### config.mk
export PLATFORM = sky130hd
export DESIGN_NAME = uart_console
export DESIGN_NICKNAME = d
export VERILOG_FILES = /design/src/rtl/uart_pkg.sv /design/src/rtl/uart_fifo.sv /design/src/rtl/uart_console.sv
export SDC_FILE = /design/constraint.sdc
export NUM_CORES = 1
export LEC_CHECK = 0
export BUFFER_PORTS_ARGS = -buffer_cell sky130_fd_sc_hd__buf_4
export CAP_MARGIN = 10
export CORE_MARGIN = 4
export CORE_UTILIZATION = 55
export CTS_CLUSTER_DIAMETER = 200
export DETAILED_ROUTE_END_ITERATION = 7
export PLACE_DENSITY_LB_ADDON = 0.15
export SLEW_MARGIN = 10
export SYNTH_ARGS = -nofsm -noshare
export SYNTH_HDL_FRONTEND = slang
export SYNTH_HIERARCHICAL = 1
export SYNTH_SLANG_ARGS = --single-unit
### constraint.sdc
create_clock -name clk_i -period 2.6 [get_ports clk_i]
set_clock_uncertainty 0.05 [all_clocks]
set_input_delay 0.39 -clock clk_i [delete_from_list [all_inputs] [get_ports clk_i]]
set_output_delay 0.39 -clock clk_i [all_outputs]
set_load 0.05 [all_outputs]
### src/rtl/uart_pkg.sv
// Shared definitions for the memory-mapped UART console: register offsets,
// STATUS bit positions and the RX/TX state encodings.
package uart_pkg;

  localparam logic [1:0] ADDR_DATA   = 2'd0;
  localparam logic [1:0] ADDR_STATUS = 2'd1;
  localparam logic [1:0] ADDR_CTRL   = 2'd2;

  localparam int ST_RX_AVAIL  = 0;
  localparam int ST_RX_FULL   = 1;
  localparam int ST_TX_BUSY   = 2;
  localparam int ST_OVERRUN   = 3;
  localparam int ST_FRAME_ERR = 4;

  typedef enum logic [1:0] {
    RX_IDLE  = 2'd0,
    RX_START = 2'd1,
    RX_DATA  = 2'd2,
    RX_STOP  = 2'd3
  } rx_state_t;

  typedef enum logic [1:0] {
    TX_IDLE  = 2'd0,
    TX_START = 2'd1,
    TX_DATA  = 2'd2,
    TX_STOP  = 2'd3
  } tx_state_t;

endpackage

### src/rtl/uart_fifo.sv
// Receive FIFO. A pop on an empty FIFO is ignored; a push into a full FIFO
// succeeds only when a pop frees the head slot at the same edge.
module uart_fifo #(
  parameter int DEPTH = 8,
  parameter int WIDTH = 8
) (
  input  logic                   clk_i,
  input  logic                   rst_n_i,
  input  logic                   push,
  input  logic                   pop,
  input  logic [WIDTH-1:0]       din,
  output logic [WIDTH-1:0]       dout,
  output logic                   full,
  output logic                   empty,
  output logic [$clog2(DEPTH):0] count
);

  localparam int AW = $clog2(DEPTH);

  logic [WIDTH-1:0] mem [DEPTH];
  logic [AW-1:0]    rd_ptr;
  logic [AW-1:0]    wr_ptr;
  logic             do_push;
  logic             do_pop;

  assign empty   = (count == '0);
  assign full    = (count == (AW+1)'(DEPTH));
  assign do_pop  = pop & ~empty;
  assign do_push = push & (~full | do_pop);
  assign dout    = mem[rd_ptr];

  // NOTE: storage has no reset; only the pointers and count define validity.
  always_ff @(posedge clk_i) begin
    if (do_push) mem[wr_ptr] <= din;
  end

  // NOTE: sequential state uses <= so every reader sees pre-edge values.
  always_ff @(posedge clk_i or negedge rst_n_i) begin
    if (!rst_n_i) begin
      rd_ptr <= '0;
      wr_ptr <= '0;
      count  <= '0;
    end else begin
      if (do_push) wr_ptr <= wr_ptr + 1'b1;
      if (do_pop)  rd_ptr <= rd_ptr + 1'b1;
      case ({do_push, do_pop})
        2'b10:   count <= count + 1'b1;
        2'b01:   count <= count - 1'b1;
        default: count <= count;
      endcase
    end
  end

endmodule

### src/rtl/uart_console.sv
// CPU-mapped 8N1 UART console with an RX FIFO. Define UART_CONSOLE_IRQ_EN to
// enable the CTRL register and the registered interrupt output.
module uart_console
  import uart_pkg::*;
#(
  parameter int CLK_HZ     = 7080000,
  parameter int BAUD       = 115200,
  parameter int FIFO_DEPTH = 8
) (
  input  logic       clk_i,
  input  logic       rst_n_i,
  input  logic       en_i,
  input  logic       we_i,
  input  logic [1:0] addr_i,
  input  logic [7:0] din_i,
  output logic [7:0] dout_o,
  input  logic       rx_i,
  output logic       tx_o,
  output logic       irq_o
);

  localparam int DIV   = CLK_HZ / BAUD;
  localparam int HALF  = DIV / 2;
  localparam int CW    = $clog2(DIV + 1);
  localparam int CNT_W = $clog2(FIFO_DEPTH) + 1;

  logic rd_en, data_rd, status_rd, data_wr;
  assign rd_en     = en_i & ~we_i;
  assign data_rd   = rd_en && (addr_i == ADDR_DATA);
  assign status_rd = rd_en && (addr_i == ADDR_STATUS);
  assign data_wr   = en_i && we_i && (addr_i == ADDR_DATA);

  // ---------------- RX path ----------------
  logic [1:0]    rx_sync;
  logic          rx_prev;
  rx_state_t     rx_state;
  logic [CW-1:0] rx_cnt;
  logic [2:0]    rx_bit;
  logic [7:0]    rx_shift;
  logic          rx_push;
  logic          frame_evt;
  logic          rx_s;

  assign rx_s = rx_sync[1];

  always_ff @(posedge clk_i or negedge rst_n_i) begin
    if (!rst_n_i) begin
      rx_sync   <= 2'b11;
      rx_prev   <= 1'b1;
      rx_state  <= RX_IDLE;
      rx_cnt    <= '0;
      rx_bit    <= '0;
      rx_shift  <= '0;
      rx_push   <= 1'b0;
      frame_evt <= 1'b0;
    end else begin
      rx_sync   <= {rx_sync[0], rx_i};
      rx_prev   <= rx_s;
      rx_push   <= 1'b0;
      frame_evt <= 1'b0;
      case (rx_state)
        RX_IDLE: begin
          if (rx_prev && !rx_s) begin
            rx_state <= RX_START;
            rx_cnt   <= '0;
          end
        end
        RX_START: begin
          if (rx_cnt == CW'(HALF - 1)) begin
            rx_cnt   <= '0;
            rx_bit   <= '0;
            rx_state <= rx_s ? RX_IDLE : RX_DATA;
          end else begin
            rx_cnt <= rx_cnt + 1'b1;
          end
        end
        RX_DATA: begin
          if (rx_cnt == CW'(DIV - 1)) begin
            rx_cnt   <= '0;
            rx_shift <= {rx_s, rx_shift[7:1]};
            if (rx_bit == 3'd7) rx_state <= RX_STOP;
            else                rx_bit   <= rx_bit + 3'd1;
          end else begin
            rx_cnt <= rx_cnt + 1'b1;
          end
        end
        RX_STOP: begin
          if (rx_cnt == CW'(DIV - 1)) begin
            rx_cnt    <= '0;
            rx_state  <= RX_IDLE;
            rx_push   <= rx_s;
            frame_evt <= ~rx_s;
          end else begin
            rx_cnt <= rx_cnt + 1'b1;
          end
        end
        default: rx_state <= RX_IDLE;
      endcase
    end
  end

  // ---------------- RX FIFO and flags ----------------
  logic [7:0]       fifo_head;
  logic             fifo_full;
  logic             fifo_empty;
  logic [CNT_W-1:0] fifo_count;
  logic             rx_avail, rx_full;
  logic             overrun, frame_err, overrun_evt;

  uart_fifo #(.DEPTH(FIFO_DEPTH), .WIDTH(8)) u_fifo (
    .clk_i   (clk_i),
    .rst_n_i (rst_n_i),
    .push    (rx_push),
    .pop     (data_rd),
    .din     (rx_shift),
    .dout    (fifo_head),
    .full    (fifo_full),
    .empty   (fifo_empty),
    .count   (fifo_count)
  );

  assign rx_avail    = (fifo_count != '0);
  assign rx_full     = (fifo_count == CNT_W'(FIFO_DEPTH));
  assign overrun_evt = rx_push & fifo_full & ~data_rd;

  // A set event on the same edge as a STATUS read wins over the clear.
  always_ff @(posedge clk_i or negedge rst_n_i) begin
    if (!rst_n_i) begin
      overrun   <= 1'b0;
      frame_err <= 1'b0;
    end else begin
      overrun   <= overrun_evt | (overrun   & ~status_rd);
      frame_err <= frame_evt   | (frame_err & ~status_rd);
    end
  end

  // ---------------- TX path ----------------
  tx_state_t     tx_state;
  logic [CW-1:0] tx_cnt;
  logic [2:0]    tx_bit;
  logic [7:0]    tx_shift;
  logic          tx_busy;

  assign tx_busy = (tx_state != TX_IDLE);

  always_ff @(posedge clk_i or negedge rst_n_i) begin
    if (!rst_n_i) begin
      tx_state <= TX_IDLE;
      tx_cnt   <= '0;
      tx_bit   <= '0;
      tx_shift <= '0;
      tx_o     <= 1'b1;
    end else begin
      case (tx_state)
        TX_IDLE: begin
          if (data_wr) begin
            tx_state <= TX_START;
            tx_shift <= din_i;
            tx_cnt   <= '0;
            tx_o     <= 1'b0;
          end
        end
        TX_START: begin
          if (tx_cnt == CW'(DIV - 1)) begin
            tx_cnt   <= '0;
            tx_bit   <= '0;
            tx_state <= TX_DATA;
            tx_o     <= tx_shift[0];
          end else begin
            tx_cnt <= tx_cnt + 1'b1;
          end
        end
        TX_DATA: begin
          if (tx_cnt == CW'(DIV - 1)) begin
            tx_cnt <= '0;
            if (tx_bit == 3'd7) begin
              tx_state <= TX_STOP;
              tx_o     <= 1'b1;
            end else begin
              tx_bit   <= tx_bit + 3'd1;
              tx_shift <= {1'b0, tx_shift[7:1]};
              tx_o     <= tx_shift[1];
            end
          end else begin
            tx_cnt <= tx_cnt + 1'b1;
          end
        end
        TX_STOP: begin
          if (tx_cnt == CW'(DIV - 1)) begin
            tx_cnt   <= '0;
            tx_state <= TX_IDLE;
          end else begin
            tx_cnt <= tx_cnt + 1'b1;
          end
        end
        default: tx_state <= TX_IDLE;
      endcase
    end
  end

  // ---------------- CTRL and interrupt ----------------
  logic [7:0] ctrl_val;

`ifdef UART_CONSOLE_IRQ_EN
  logic rx_ie, tx_ie;

  assign ctrl_val = {6'b0, tx_ie, rx_ie};

  always_ff @(posedge clk_i or negedge rst_n_i) begin
    if (!rst_n_i) begin
      rx_ie <= 1'b0;
      tx_ie <= 1'b0;
      irq_o <= 1'b0;
    end else begin
      if (en_i && we_i && (addr_i == ADDR_CTRL)) begin
        rx_ie <= din_i[0];
        tx_ie <= din_i[1];
      end
      irq_o <= (rx_ie & rx_avail) | (tx_ie & ~tx_busy);
    end
  end
`else
  assign ctrl_val = 8'h00;
  assign irq_o    = 1'b0;
`endif

  // ---------------- Register read ----------------
  logic [7:0] status;
  logic [7:0] rd_val;

  always_comb begin
    status               = 8'h00;
    status[ST_RX_AVAIL]  = rx_avail;
    status[ST_RX_FULL]   = rx_full;
    status[ST_TX_BUSY]   = tx_busy;
    status[ST_OVERRUN]   = overrun;
    status[ST_FRAME_ERR] = frame_err;
  end

  // NOTE: default assignment first so no path leaves rd_val unassigned (no latch).
  always_comb begin
    rd_val = 8'h00;
    case (addr_i)
      ADDR_DATA:   rd_val = fifo_empty ? 8'h00 : fifo_head;
      ADDR_STATUS: rd_val = status;
      ADDR_CTRL:   rd_val = ctrl_val;
      default:     rd_val = 8'h00;
    endcase
  end

  always_ff @(posedge clk_i or negedge rst_n_i) begin
    if (!rst_n_i)   dout_o <= 8'h00;
    else if (rd_en) dout_o <= rd_val;
  end

endmodule

# Word level (Yosys, flattened, before mapping)
# Memories as Yosys holds them, arrays and structs flattened.
# Cells that the tools add are included.
# totals
ramBits,64
in_bits,15
out_inout_bits,10
regBits,64
memories,1
word_cells,143
# memory_table
name,words,width,rd,rd_clocked_by_memory_dff,wr,line,source
u_fifo.mem,8,8,1,0,1,uart_fifo.sv:20,logic [WIDTH-1:0] mem [DEPTH];
# op_classes
bitwise_logic,16
n_reduce_logical,26
mux,46
add_sub_neg,8
eq_ne,27
# op_table
cell,n
8-bit 2-to-1 mux,4
8-bit one-hot mux with 2 select lines,2
6-bit 2-to-1 mux,5
2-bit inequality test (second input constant),12
2-bit 2-to-1 mux,11
3-bit 2-to-1 mux,6
6-bit one-hot mux with 3 select lines,1
2-bit one-hot mux with 4 select lines,2
4-bit AND reduction,4
3-bit by 1-bit adder with 3-bit output (second input constant),4
6-bit by 1-bit adder with 6-bit output (second input constant),2
6-bit == test (second input constant),2
3-bit one-hot mux with 2 select lines,2
6-bit one-hot mux with 2 select lines,1
2-bit == test (second input constant),5
1-bit 2-to-1 mux,10
5-bit AND reduction,2
2-bit nonzero test,5
2-bit by 1-bit == test with 1-bit output (second input constant),4
4-bit one-hot mux with 2 select lines,1
1-bit AND,7
3-bit == test (second input constant),2
6-bit by 5-bit == test with 1-bit output (second input constant),1
2-bit logical NOT,3
14 further kinds,25

# Logic depth before layout (Yosys ltp)
# Gate-level depths: netlist of run 1.
# depth
word_depth,8
ltp_mapped,11
depth_no_buf,10

# Hierarchy
# The synthesis of run 1 kept the hierarchy.
# by_module_without_submodules
module,instances,seq_area_each_um2,area_each_um2,cells_each
uart_fifo,1,2172.1,3123.0,159
uart_console,1,1356.3,2839.0,269

# Worst setup path before layout of run 1
# Ideal clock, no wire load.
# synth_path
kind,input to register
start,in we_i
end,reg u_fifo.count[3]
setup_ns,0.069
path_stages,11
path_buffers,1
arrival_ns,2.904
slack_ns,-0.423
required_ns,2.481
cell_sequence,nand2b_1 clkbuf_1 nor3_1 o21ai_2 or2_2 inv_1 ha_1 or2_2 nand3_1 mux2_2 nand3b_1
# synth_between
elab_chain_len,8
word_cells_on_any_way,10
cone_classes,eq/ne (2); mux (1); bitwise (5); reduce/logical (2)
# synth_lines
element,line,source
from (decl),uart_console.sv:13,"input logic we_i,"
1-bit inverter (*),uart_console.sv:28,assign rd_en = en_i & ~we_i;
1-bit AND (*),uart_console.sv:28,
1-bit logical AND (*),uart_console.sv:29,assign data_rd = rd_en && (addr_i == ADDR_DATA);
net data_rd,uart_console.sv:27,"logic rd_en, data_rd, status_rd, data_wr;"
1-bit AND (*),uart_fifo.sv:28,assign do_pop = pop & ~empty;
1-bit OR,uart_fifo.sv:29,assign do_push = push & (~full | do_pop);
1-bit AND,uart_fifo.sv:29,
2-bit by 1-bit == test with 1-bit output or 2-bit == test (tied branches),uart_fifo.sv:46,"case ({do_push, do_pop})"
4-bit one-hot mux with 2 select lines or 2-bit nonzero test (tied branches),n/a,
to (signal assigned),uart_fifo.sv:47,2'b10: count <= count + 1'b1;
to (signal assigned),uart_fifo.sv:48,2'b01: count <= count - 1'b1;
to (signal assigned),uart_fifo.sv:49,default: count <= count;
to (decl),uart_fifo.sv:15,output logic [$clog2(DEPTH):0] count
# Mark *: on every way through the listed nets, which the timed path passes. The rest lies on a longest branch.
# A chain may end at the register's enable or synchronous reset.

# Worst setup path in the final report of run 1
# layout_path
start,reg u_fifo.count[1]
end,reg u_fifo.count[3]
# layout_between
elab_chain_len,7
word_cells_on_any_way,13
cone_classes,add/sub (2); eq/ne (3); mux (1); bitwise (5); reduce/logical (2)
# layout_lines
element,line,source
4-bit logical NOT,uart_fifo.sv:26,assign empty = (count == '0);
1-bit inverter,uart_fifo.sv:28,
1-bit AND,uart_fifo.sv:28,
1-bit OR,uart_fifo.sv:29,
1-bit AND,uart_fifo.sv:29,
2-bit by 1-bit == test with 1-bit output or 2-bit == test (tied branches),uart_fifo.sv:46,
4-bit one-hot mux with 2 select lines or 2-bit nonzero test (tied branches),n/a,
# Several ways; a longest one is shown, not always the timed one.

==> metrics.txt, run 1 <==
outcome=finished, final reports clean; Die Width=112 µm; Initial DRC Count=233; area of the core=10500 µm²; WL final=10800 µm; Post-synth EDFFs=64; setup_tns=0 ns; crit path kind=flop to flop; vias=3567; VDD IR max=454 µV; WL per Instance=17.6 µm; Post-Syn Nets=463; clock-pin slew on the worst setup and hold paths=0.06 ns; half-perimeter wire length after placement=7510 µm; leakage power=2.85 nW; area grow syn2layout=16.5%; GRT met1 Usage=0.245; die height=112 µm; Syn. warnings=6; clock root buffer=clkbuf_8; max-slew violations=0; max_cap viols=0; Bufs on Longest Clock Path=2; HP Class=input pin to flop; post-synthesis simple-gate area fraction=0.0858; largest net degree at the start of global routing=65; Final Setup Violations=0; Port Buffers=23; Hold-fix buffers, CTS=2; diodes inserted=0; XOR/XNOR share of the synthesized area=0.0130; post-synthesis cell type count=67; pre-CTS setup slack=0.187 ns; Synth Area in Compound Gates=0.101; TritonRoute pass-1 iters=4; Worst-Margin Slew=0.833 ns; clock buffer count from CTS=17; worst skew pair latency=0.52 ns; fin crit share=0.929; max_slew headroom=0.445; Layout Nets=504; ANT nets after route=0; FMAX=414 MHz; mux contribution to synthesized area=0.129; vias in the first global route=3676; # DRC=0; Final min period=2.42 ns; Crit Path Max Fanout=4; CP Data Arrival Time=2.82 ns; met3 usage=0.0528; M2 GR Usage=0.294; Via density=5.77; Most used DFF post-synth=edfxtp_1; CTS tree=built; GPL Wtd Cong=0.784; first-pass GRT wire length=18200 µm; Filler cells=741; Synth Area in Adders=0.0432; worst setup margin=0.185 ns; CP Capture Type=flop; Initial Util=0.570; Avg Synthesized Cell Area=13.9 µm²; share of layout cells above drive strength 1=0.257; Final Util=0.664; initial antenna violation count=0; GRT busiest layer=met2; Rows=37; Seq/Total Area, Yosys=0.592; CP Launch Type=flop; setup bufs post-CTS=0; Req. time, crit path=3.00 ns; post-synthesis register bit count=128; RSZ-0062 raised after global routing=no; largest family of logic cells by synthesized area=multiplexers; Final Hold Fails=0; grt ovf=0; Mapped Cells=428; post-CTS sizing=0; pwr/cell area=850 nW/µm²; IO Count=25; share of flip-flops with an asynchronous set or reset=0.500; H-tree lvl count=4; Mapped Area=5960 µm²; Global Route Usage Sum=0.186; CTS sink count=128; Die ar.=12600 µm²
## Yosys cell counts (5+ instances only)
library cell | number | area (µm²)
nor2_1 | 16 | 60.1
mux4_1 | 9 | 236
buf_2 | 7 | 35.0
mux4_2 | 7 | 158
inv_1 | 21 | 78.8
dfrtp_1 | 60 | 1500
a21oi_1 | 15 | 75.1
ha_1 | 19 | 238
nand2_1 | 26 | 97.6
a31oi_1 | 14 | 87.6
nor3_1 | 7 | 35.0
a22o_1 | 9 | 78.8
nand2b_1 | 8 | 50.1
mux2i_1 | 11 | 110
edfxtp_1 | 64 | 1920
o21ai_0 | 14 | 70.1
nand3_1 | 14 | 70.1
or2_2 | 5 | 31.3
clkbuf_1 | 6 | 22.5
mux2_2 | 21 | 236
## worst max-delay path, cell delays in order (launching register included)
cell	delay (ns)
dfrtp_1	0.41
or3_1	0.43
o21ai_2	0.16
or2_4	0.14
inv_1	0.05
ha_1	0.29
or2_2	0.29
nand3_1	0.11
mux2_2	0.33
nand3b_1	0.08
## power by group
part / switching [mW] / internal, mW / total [mW]
clock: 0.824 / 1.51 / 2.33
combinational: 0.543 / 0.548 / 1.09
sequential: 0.233 / 2.25 / 2.48
total: 1.60 / 4.30 / 5.90
## per-stage QoR
stage | total power, mW | cells | hold slack [ns] | instance area, µm²
after detailed placement | 3.62 | 584 | 0.297 | 6320
after global routing | 6.18 | 618 | 0.112 | 6950
after global placement | 3.58 | 584 | 0.297 | 6320
after CTS | 5.97 | 618 | 0.106 | 6950
final | 5.90 | 618 | 0.131 | 6950
after floorplan | 3.34 | 428 | 0.0444 | 5990
## layout make-up
cell class | count | area, µm² | share of cell area
flip-flops and latches | 128 | 3530 | 0.508
repair buffers | 42 | 320 | 0.0461
well taps | 136 | 170 | 0.0245
clock inverters | 8 | 70.1 | 0.0101
multi-input cells | 259 | 2250 | 0.323
inverters | 21 | 78.8 | 0.0113
clock buffers | 24 | 534 | 0.0769
## worst paths after layout
| kind | endpoint | slack, ns | cells past startpoint | start |
|---|---|---|---|---|
| max reg2reg | u_fifo/count[3] | 0.18 | 9 | u_fifo/count[1] |
| max | u_fifo/count[3] | 0.18 | 9 | u_fifo/count[1] |
| min in group asynchronous | dout_o[7] | 0.44 | 2 | rst_n_i |
| min reg2reg | rx_sync[1] | 0.31 | 0 | rx_sync[0] |
| min | dout_o[1] | 0.13 | 2 | addr_i[1] |
| max in group asynchronous | rx_shift[6] | 1.49 | 2 | rst_n_i |
## per-layer routing
| metal | vias up | wire length, µm |
|---|---|---|
| li1 | 1703 | - |
| met1 | 1788 | 4920 |
| met2 | 63 | 5320 |
| met3 | 13 | 446 |
| met4 | 0 | 164 |
| met5 | - | 0 |
## cells in the final DEF, fill, tap and decap left out, drive strengths merged, types with 5 or more instances in the layout
cell / instances
edfxtp: 64
dfrtp: 60
buf: 40
nand2: 26
clkbuf: 24
mux2: 23
inv: 21
ha: 19
nor2: 16
mux4: 16
a21oi: 15
nand3: 15
a31oi: 15
o21ai: 15
mux2i: 11
a22o: 9
nand2b: 8
nor3: 7
clkinv: 5
or2: 5
xnor2: 5
## state kept, by name, indices dropped and copies added, names as in the netlist, 2 cells and up, named ones only
| signal | cells |
|---|---|
| u_fifo/count | 4 |
| rx_bit | 3 |
| rx_cnt | 6 |
| tx_cnt | 6 |
| u_fifo/wr_ptr | 3 |
| tx_shift | 8 |
| rx_sync | 2 |
| dout_o | 8 |
| rx_shift | 8 |
| tx_bit | 3 |
| u_fifo/rd_ptr | 3 |
| tx_state | 2 |
| u_fifo/mem | 64 |
## logic make-up after synthesis
family | after synthesis
flip-flops | 128
AND/OR/NAND/NOR | 98
AO/OA/AOI/OAI | 82
multiplexers | 50
buffers and inverters | 41
adder cells (fa/ha/maj) | 20
XOR/XNOR | 8
other | 1
(Power assumes the default switching activity.)
==> inputs of run 2 (changes only) <==
--- a/config.mk
+++ b/config.mk
@@ -7,11 +7,12 @@
 export LEC_CHECK = 0
 export BUFFER_PORTS_ARGS = -buffer_cell sky130_fd_sc_hd__buf_4
 export CAP_MARGIN = 10
-export CORE_MARGIN = 4
+export CORE_MARGIN = 1.5
 export CORE_UTILIZATION = 55
 export CTS_CLUSTER_DIAMETER = 200
 export DETAILED_ROUTE_END_ITERATION = 7
 export PLACE_DENSITY_LB_ADDON = 0.15
+export REMOVE_ABC_BUFFERS = 1
 export SLEW_MARGIN = 10
 export SYNTH_ARGS = -nofsm -noshare
 export SYNTH_HDL_FRONTEND = slang
==> run 2 against run 1 <==
Net effect: worst setup slack improved by 0.0035 ns; total power rose by 0.72%; final area barely moved; combinational power barely moved; non-clock buffer count rose by 2; count of clock-buffer cells in the layout fell by 7; critical path depth did not move; die area fell by 8.7%; sequential cell count did not move; critical path type unchanged; largest power group unchanged; highest routed layer unchanged.
==> metrics.txt, run 2 (synthesized netlist as in run 1, its figures left out) <==
outcome=finished, final reports clean (unchanged); area of the core=10400 µm² (was 10500 µm²); cell mode on critical path=or2_2; post-CTS sizing=0 (unchanged); Bufs on Longest Clock Path=2 (unchanged); TritonRoute pass-1 iters=4 (unchanged); GPL Wtd Cong=0.786 (was 0.784); internal power=4.28 mW (was 4.30 mW); clock buffer count from CTS=17 (unchanged); Initial Util=0.572 (was 0.570); diodes inserted=0 (unchanged); max_cap viols=0 (unchanged); Filler cells=724 (was 741); half-perimeter wire length after placement=7290 µm (was 7510 µm); Final Instance Area=6950 µm² (about the same); VDD IR max=495 µV (was 454 µV); switching share of power=0.281 (was 0.271); Largest Register=u_fifo/mem (unchanged); final hold slack=0.0950 ns (was 0.131 ns); Crit Path Max Fanout=4 (unchanged); WL final=11100 µm (was 10800 µm); Final min period=2.41 ns (was 2.42 ns); pwr/cell area=856 nW/µm² (was 850 nW/µm²); crit path kind=flop to flop (unchanged); Layout Nets=506 (was 504); worst skew pair latency=0.51 ns (was 0.52 ns); CTS tree=built (unchanged); WL per Instance=17.8 µm (was 17.6 µm); vias in the first global route=3592 (was 3676); HP Class=input pin to flop (unchanged); setup bufs post-CTS=0 (unchanged); Die Width=107 µm (was 112 µm); # DRC=0 (unchanged); first-pass GRT wire length=18200 µm (about the same); Psw=1.67 mW (was 1.60 mW); max reg flops=64 (unchanged); Die ar.=11500 µm² (was 12600 µm²); CTS sink count=128 (unchanged); Finished Layout Cells=620 (was 618); clock-pin slew on the worst setup and hold paths=0.06 ns (about the same); RSZ-0062 raised after global routing=no (unchanged); Final Util=0.667 (was 0.664); Reg power frac=0.415 (was 0.420); FMAX=415 MHz (was 414 MHz); setup_tns=0 ns (unchanged); crit-path cells=or3_1, o21ai_2, or2_2, inv_1, ha_1, or2_2, nand3_1, mux2_2, nand3b_1 (was or3_1, o21ai_2, or2_4, inv_1, ha_1, or2_2, nand3_1, mux2_2, nand3b_1); vias=3580 (was 3567); share of layout cells above drive strength 1=0.256 (was 0.257); Initial DRC Count=264 (was 233); Global Route Usage Sum=0.212 (was 0.186); Port Buffers=23 (unchanged); Final Setup Violations=0 (unchanged); Final Hold Fails=0 (unchanged); H-tree lvl count=4 (unchanged); initial antenna violation count=0 (unchanged); placed cell count=586 (was 584); die height=107 µm (was 112 µm); CP max stage cell=or3_1 (unchanged); clock root buffer=clkbuf_8 (unchanged); max_slew headroom=0.427 (was 0.445); IO Count=25 (unchanged); commonest non-fill, non-tap cell in the layout=edfxtp_1 (unchanged); ANT nets after route=0 (unchanged); Via density=5.77 (about the same); grt ovf=0 (unchanged); CP Data Arrival Time=2.81 ns (was 2.82 ns); largest net degree at the start of global routing=65 (unchanged); Comb pwr share=0.187 (was 0.185); CP Capture Type=flop (unchanged); area grow syn2layout=16.5% (about the same); critical path's largest stage delay=0.42 ns (was 0.43 ns); Rows=37 (unchanged); post-place instance area=6330 µm² (was 6320 µm²); max-slew violations=0 (unchanged); Clock power frac=0.398 (was 0.395); Worst-Margin Slew=0.860 ns (was 0.833 ns); Req. time, crit path=2.99 ns (was 3.00 ns); Hold-fix buffers, CTS=2 (unchanged); commonest cells after routing, fill and taps aside=edfxtp_1 (64), dfrtp_1 (60), buf_4 (41), nand2_1 (26) (was edfxtp_1 (64), dfrtp_1 (60), buf_4 (40), nand2_1 (26)); leakage power=2.84 nW (was 2.85 nW); fin crit share=0.928 (was 0.929); CP Launch Type=flop (unchanged)
## run 2: cell count changes in the layout (fill, tap and decap cells not counted), sizes merged
cell	delta
buf	+2
bufinv	+2
clkbuf	-7
clkinv	-1
clkinvlp	+1
inv	+5
## run 2: power by group through the flow
stage	logic [mW]	clock network [mW]	registers, mW
2_1_floorplan	0.656	0	2.59
3_3_place_gp	1.09	0	2.50
3_5_place_dp	1.11	0	2.50
4_1_cts	1.13	2.41	2.47
5_1_grt	1.23	2.49	2.49
6_report	1.11	2.36	2.47
## run 2: path summary, 6_finish.rpt
path                              endpoint  slack [ns]  cells after the start             from
max reg2reg                u_fifo/count[3]        0.19                      9  u_fifo/count[1]
min                              dout_o[1]        0.09                      2        addr_i[1]
min in group asynchronous      rx_shift[4]        0.48                      2          rst_n_i
max in group asynchronous        rx_cnt[1]        1.46                      2          rst_n_i
max                        u_fifo/count[3]        0.19                      9  u_fifo/count[1]
min reg2reg                     rx_sync[1]        0.31                      0       rx_sync[0]
## run 2: per-stage QoR
step / worst slack (ns) / power, mW
2_1_floorplan: -0.373 / 3.24
3_3_place_gp: 0.0616 / 3.59
3_5_place_dp: 0.000302 / 3.62
4_1_cts: 0.194 / 6.01
5_1_grt: 0.0694 / 6.21
6_report: 0.188 / 5.95
## run 2: critical path: cells and delay by family (launching register included)
kind | cells | cell delay (ns)
buffers and inverters | 1 | 0.06
DFF | 1 | 0.41
adders and majority gates | 1 | 0.29
muxes | 1 | 0.33
and+or+nand+nor | 5 | 1.03
AOI/OAI and AO/OA | 1 | 0.16
## run 2: cell type report
type	instances	area [µm²]	share of cell area
flip-flops and latches	128	3530	0.508
multi-input cells	259	2220	0.320
clock buffers	17	414	0.0596
repair buffers	44	348	0.0501
clock inverters	15	183	0.0263
well taps	136	170	0.0245
inverters	21	78.8	0.0113
## run 2: layer usage
layer	global-route usage	share of wire	wire length [µm]	vias up
met5	0	0	0	-
met4	0.0657	0.0052	57	0
met3	0.0523	0.048	536	4
met2	0.339	0.49	5390	78
met1	0.289	0.46	5070	1779
li1	-	-	-	1719
